[config.mk]
export PLATFORM = sky130hd
export DESIGN_NAME = instr_fetch
export DESIGN_NICKNAME = d
export VERILOG_FILES = /design/src/rtl/instr_fetch.sv
export SDC_FILE = /design/constraint.sdc
export NUM_CORES = 1
export LEC_CHECK = 0
export CAP_MARGIN = 20
export CORE_ASPECT_RATIO = 1.25
export CORE_MARGIN = 2
export CORE_UTILIZATION = 51
export CTS_CLUSTER_SIZE = 16
export DETAILED_ROUTE_END_ITERATION = 16
export GPL_TIMING_DRIVEN = 0
export PLACE_DENSITY_LB_ADDON = 0.08
export SYNTH_ARGS = -nofsm -noshare
export SYNTH_HDL_FRONTEND = slang
export SYNTH_SLANG_ARGS = --single-unit
[constraint.sdc]
create_clock -name clk -period 3.1 [get_ports clk]
set_input_delay 0.62 -clock clk [delete_from_list [all_inputs] [get_ports clk]]
set_output_delay 0.62 -clock clk [all_outputs]
set_load 0.05 [all_outputs]
[src/rtl/instr_fetch.sv]
// Instruction fetch stage: owns the PC, issues single-word fetches and drives the IF/ID register.
// A response that arrives while decode is stalled is parked in hold_buf so the word is never refetched.
module instr_fetch #(
  parameter logic [31:0] RESET_PC  = 32'h0000_0000,
  parameter logic [31:0] NOP_INSTR = 32'h0000_0013
) (
  input  logic        clk,
  input  logic        reset,
  input  logic        stall,
  input  logic        flush,
  input  logic        branch_taken,
  input  logic [31:0] branch_target,
  output logic        imem_req,
  output logic [31:0] imem_addr,
  input  logic        imem_ready,
  input  logic [31:0] imem_rdata,
  output logic [31:0] instruction,
  output logic [31:0] pc_out,
  output logic        valid
);

  typedef enum logic {
    FETCH,
    HOLD
  } state_t;

  state_t      state_q;
  logic [31:0] pc_q;
  logic [31:0] hold_buf_q;
  logic [31:0] instr_q;
  logic [31:0] pc_out_q;
  logic        valid_q;

  assign imem_addr   = pc_q;
  assign imem_req    = (state_q == FETCH) && !reset;
  assign instruction = instr_q;
  assign pc_out      = pc_out_q;
  assign valid       = valid_q;

  always_ff @(posedge clk) begin
    if (reset) begin
      state_q    <= FETCH;
      pc_q       <= RESET_PC;
      hold_buf_q <= '0;
      instr_q    <= NOP_INSTR;
      pc_out_q   <= '0;
      valid_q    <= 1'b0;
    end else if (branch_taken) begin
      // Masking keeps the redirect word-aligned regardless of the target's low bits.
      state_q    <= FETCH;
      pc_q       <= branch_target & ~32'h0000_0003;
      hold_buf_q <= '0;
      instr_q    <= NOP_INSTR;
      valid_q    <= 1'b0;
    end else if (flush) begin
      state_q    <= FETCH;
      hold_buf_q <= '0;
      instr_q    <= NOP_INSTR;
      valid_q    <= 1'b0;
    end else begin
      unique case (state_q)
        FETCH: begin
          if (imem_ready) begin
            if (stall) begin
              hold_buf_q <= imem_rdata;
              state_q    <= HOLD;
            end else begin
              instr_q  <= imem_rdata;
              pc_out_q <= pc_q;
              valid_q  <= 1'b1;
              pc_q     <= pc_q + 32'd4;
            end
          end else if (!stall) begin
            instr_q <= NOP_INSTR;
            valid_q <= 1'b0;
          end
        end
        HOLD: begin
          if (!stall) begin
            instr_q  <= hold_buf_q;
            pc_out_q <= pc_q;
            valid_q  <= 1'b1;
            pc_q     <= pc_q + 32'd4;
            state_q  <= FETCH;
          end
        end
        default: state_q <= FETCH;
      endcase
    end
  end

endmodule

==> run metrics <==
met2 WL=8.89 mm; Hold Path End=hold_buf_q[9]; DRC errors left=0; Crit path top cell by count=clkbuf_1; max capacitance violation total=0; Post-CTS Setup Inserts=0; Buffers on Ports=157; min-delay src=hold_buf_q[9]; Initial Util=0.524; worst vdd ir=0.000435 V; r2r endpoint=pc_out[17]; worst hold slack=0.454 ns; asr flop ratio synth=0; # setup viols final=0; Avg Vias per Cell=5.45; clk slew on worst S/H paths=0.05 ns; R2R setup slack=1.09 ns; mapped cell area=5560 µm²; HPWL after DPL=12.1 mm; largest fanout on the critical path=10; fin worst setup slack=0.195 ns; die area=11,800 µm²; wire length per cell=16.0 µm; Starting DRT DRC Count=246; All-Layer GR Usage=0.283; kind of start point of the critical path=input port; CTS tree=yes; vias in the first global route=5,649; wire length on met3=1.09 mm; Rows=42; crit path DAT=2.29 ns; Worst-Margin Slew=0.575 ns; # hold bufs at CTS=0; CP Class=input port to output port; fmax=344 MHz; type of the most critical hold path=flip-flop to flip-flop; Power Total=4490 µW; RD Place Congestion=0.922; layout cell share with drive strength beyond 1=0.0597; first-pass GRT wire length=26.9 mm; cts bufs inserted=17; total congestion overflow=0; largest net degree at the start of global routing=17; uppermost layer routed=met4; Slowest cell on crit path=clkdlybuf4s50_1; width of the die=97.4 µm; Detail Route Antenna Nets=0; Clk Latency, worst-skew pair=0.42 ns; H-tree depth=4; Synth Flop Type=dfxtp_1; pre-CTS setup slack=0.218 ns; EDFF count, synth=0; CTS Buffer Depth=2; Lkg Pwr=0.00271 µW; initial antenna violation count=0; outcome=completed; pwr/cell area=563 nW/µm²; root buffer cell=clkbuf_16; crit-path max cell delay=0.73 ns; # diodes=0; CP Cell Sequence=clkbuf_1 > clkbuf_1 > nor2_1 > clkdlybuf4s50_1; flops & latches, synth=126; Max Slew Vio Count=0; CTS resizes=0; # IOs=168; share of the yosys chip area belonging to registers=0.454; period utilization=0.937; Cell variety after synth=46; setup TNS=0 ns; CP required=2.48 ns; syn_area_per_cell=7.63 µm²; crit path capture type=output port; Layout Nets=979; Period minus WS final=2.91 ns; cells after synthesis=729; synth warn=0; worst r2r src=state_q; met1 wire length=6.34 mm; chip height=121 µm; RSZ-0062 raised after global routing=false; Clock Skew=0.00802 ns; hold path depth=2; FF-to-FF path depth=7; Detailed Routing Iterations Pass 1=5; Slew HR=0.616; Synth-to-Final Area Change=43.6%; Sink Count=126; Total Wirelength=16.9 mm; Core Area=10,600 µm²; final count of hold timing violations=0; DR vias=5,741
==> layer usage <==
layer / global-route usage / vias to the layer above
met4: 0.129 / 0
li1: - / 2820
met3: 0.0757 / 45
met2: 0.525 / 211
met5: 0 / -
met1: 0.295 / 2665
==> cell families after synthesis <==
| group | count (synthesis) | share of synthesized area |
|---|---|---|
| AND/OR/NAND/NOR | 340 | 0.288 |
| flip-flops | 126 | 0.454 |
| other | 1 | 0.000674 |
| AO/OA/AOI/OAI | 171 | 0.169 |
| adder cells (fa/ha/maj) | 1 | 0.00225 |
| buffers and inverters | 65 | 0.0475 |
| XOR/XNOR | 25 | 0.0394 |
==> worst max-delay path, delay by kind of cell <==
| kind | cells | cell delay (ns) |
|---|---|---|
| buffers and inverters | 3 | 1.54 |
| AND/OR/NAND/NOR | 1 | 0.12 |
==> how the worst max path moves through the flow <==
| stage | start | end | slack, ns | cells past startpoint |
|---|---|---|---|---|
| floorplan | reset | imem_req | 0.82 | 3 |
| global placement | reset | imem_req | 0.23 | 4 |
| detailed placement | reset | imem_req | 0.22 | 4 |
| CTS | state_q | imem_req | 0.11 | 4 |
| global route | reset | imem_req | 0.12 | 4 |
| finish | reset | imem_req | 0.19 | 4 |
==> placed cells by master (no fill, tap or decap), types with 2 or more instances in the layout <==
cell               n
nor2_1            55
dfxtp_1          126
buf_4              4
a211oi_2           2
and3b_1            2
o22ai_1            6
nand3_1            9
clkdlybuf4s50_1  157
nor3_2             3
clkbuf_1          44
nand4_1           10
buf_1              6
buf_2              4
o211ai_1           3
bufinv_16          5
or3_1              3
inv_6              2
clkbuf_8           3
nand2_1          184
and2_1             5
and3_1            12
xnor2_1           19
xor2_1             6
nand3b_1          30
inv_1              6
conb_1             4
a31oi_1            3
clkbuf_16         17
nor3_1             7
a21oi_1          138
o21ai_0            2
a211oi_1          11
nor4_1             6
clkinvlp_4         4
a311oi_1           3
and4_1             2
==> stage by stage <==
step	util	instances	cell area, µm²
after floorplan	-	732	5570
after global placement	0.689	1021	7310
after detailed placement	0.689	1021	7310
after CTS	0.752	1053	7980
after global routing	0.752	1053	7980
final	0.752	1053	7980
==> state kept, by name (all words and copies together) (netlist names) <==
register,flops
imem_addr,30
hold_buf_q,32
valid,1
state_q,1
pc_out,30
instruction,32
==> power by group <==
part	internal, µW	switching, µW
clock network	1500	751
registers	1660	51.2
logic	208	325
total	3360	1130
==> cell usage after synthesis, types with 7 or more instances <==
| library cell | count | share of area |
|---|---|---|
| nand3_1 | 9 | 0.0081 |
| nand3b_1 | 30 | 0.040 |
| nand4_1 | 10 | 0.011 |
| a211oi_1 | 11 | 0.015 |
| xnor2_1 | 19 | 0.030 |
| nand2_1 | 184 | 0.12 |
| nor3_1 | 7 | 0.0063 |
| clkbuf_1 | 45 | 0.030 |
| and3_1 | 12 | 0.013 |
| dfxtp_1 | 126 | 0.45 |
| a21oi_1 | 138 | 0.12 |
| nor2_1 | 55 | 0.037 |
==> final cells by class <==
type	count	area [µm²]
Tap cell	132	165
Clock inverter	12	206
Buffer	59	243
Multi-Input combinational cell	541	2790
Sequential cell	126	2520
Inverter	6	22.5
Fill cell	804	2630
Clock buffer	20	467
Timing Repair Buffer	157	1570
No activity file was read; power rests on OpenSTA's default activity.
==> RTL edit, RTL diff (config.mk and constraints unchanged) <==
Reset style: asynchronous (`reset`), changed in one clocked block.
--- a/src/rtl/instr_fetch.sv
+++ b/src/rtl/instr_fetch.sv
@@ -38,5 +38,5 @@
   assign valid       = valid_q;
 
-  always_ff @(posedge clk) begin
+  always_ff @(posedge clk or posedge reset) begin
     if (reset) begin
       state_q    <= FETCH;
Function: differs if reset is asserted again (counterexample within 4 cycles, from zero or initial values and one cycle with reset high); with reset held inactive, the same outputs for 4 cycles.
==> RTL edit against the unedited design <==
Sequential cell count unchanged. Area after synthesis hardly changed. Global-route usage is 1.8 points lower. Final area up 1.1%. Setup slack better by 0.070 ns. Routed wire length shrank 9.7%. Highest routed layer unchanged.
Power is not compared: it rests on default switching activity, and its combinational part moved more than twofold at a synthesized area within 25%.
==> RTL edit: results (changes against the unedited design) <==
timing:
  slew_headroom: 0.5047  # -0.1117
  whs_ns: 0.4753  # +0.02175 ns
  fin_skew_ns: 0.01192  # +0.003896 ns
yosys:
  synth_area_leaders: "dfrtp_1 (55%), a22o_1 (5.0%), mux2_1 (4.5%)"
  synth.distinct_cells: 40  # -13%
  seq_area_frac_synth: 0.5673  # +0.1138
  synthTopCellsByCount: "dfrtp_1 (123), nand2_1 (65), o21ai_0 (48)"
  synthArstFlopShare: 1.000  # +1.000
  ys.flop_type: "dfrtp_1"
place:
  place_area_sq_um: 7406  # +1.3%
  pre_cts_ws_ns: 0.3145  # +0.09611 ns
  io_buffers: 160  # +1.9%
  dp_hpwl_microns: 10670  # -12%
  globalplace.congestion: 0.8228  # -11%
critical_path:
  rr_worst_depth: 6  # -1
  r2r-start: "imem_addr[2]"
  slowest_delay_ns: 0.82  # +0.09 ns
  reg2reg_slack_ns: 0.85  # -0.24 ns
  r2r_end: "imem_addr[24]"
grt:
  grt_start_max_net_pins: 42  # +25
  grt_pass1_wl_microns: 24710  # -8.3%
  grt_use_total: 0.2648  # -0.01770
  grt_pass1_vias: 4884  # -14%
layout:
  nFillCells: 732  # -9.0%
  nets: 745  # -24%
  drive_gt1_frac: 0.1048  # +0.04509
route:
  drt_iter0_drc: 223  # -9.3%
  wire_per_inst_microns: 18.58  # +16%
  via_per_inst: 5.707  # +4.7%
  drtPass1Iterations: 5  # unchanged
min_path:
  worstHoldStart: "instruction[5]"
  hold_path_end: "instruction[5]"
outcome:
  status: "finished clean"
power:
  power.switching_w: 0.001676
clock_tree:
  clk_latency_ns: 0.41
  cts_made_buffers: 17  # unchanged
RTL edit: critical path, delay by kind of cell (launching register included):
kind	cells	cell delay (ns)
buf+inv	3	1.27
flops	1	0.35
simple gates	1	0.19
RTL edit: worst max path at each step:
stage          cells after the start    startpoint            end  slack [ns]
6_report                           4       state_q       imem_req        0.26
4_1_cts                            4       state_q       imem_req        0.25
3_5_place_dp                       6         stall  imem_addr[21]        0.31
5_1_grt                            4       state_q       imem_req        0.16
2_1_floorplan                      6  imem_addr[2]  imem_addr[28]        0.80
3_3_place_gp                       2         reset      pc_out[4]       -0.23
RTL edit: kinds of logic (layout without fill, tap and decap cells):
family / count (synthesis) / in the layout / synth area share
flops: 126 / 126 / 0.5673
fa+ha+maj: 1 / 1 / 0.002248
buf+inv: 37 / 232 / 0.03598
xor+xnor: 29 / 29 / 0.04565
compound gates: 124 / 124 / 0.1502
simple gates: 136 / 136 / 0.1280
mux: 35 / 35 / 0.06994
other cells: 1 / 4 / 0.0006740
RTL edit: stage by stage:
step | util | cells
floorplan | - | 492
global placement | 0.6920 | 784
detailed placement | 0.6977 | 787
CTS | 0.7601 | 819
global route | 0.7601 | 819
finish | 0.7601 | 819
RTL edit: final cells by class:
type                    instances  share of cell area
repair buffers                163              0.2059
plain buffers                  35             0.02388
flip-flops and latches        126              0.3912
well taps                     132             0.02047
inverters                       2            0.001396
clock inverters                13             0.02605
multi-input cells             329              0.2749
clock buffers                  19             0.05613
RTL edit: per-layer routing:
layer / wire (microns) / track usage
met5: 0 / 0
met2: 7795 / 0.4466
met4: 407 / 0.1094
met3: 919 / 0.07399
met1: 6090 / 0.3213
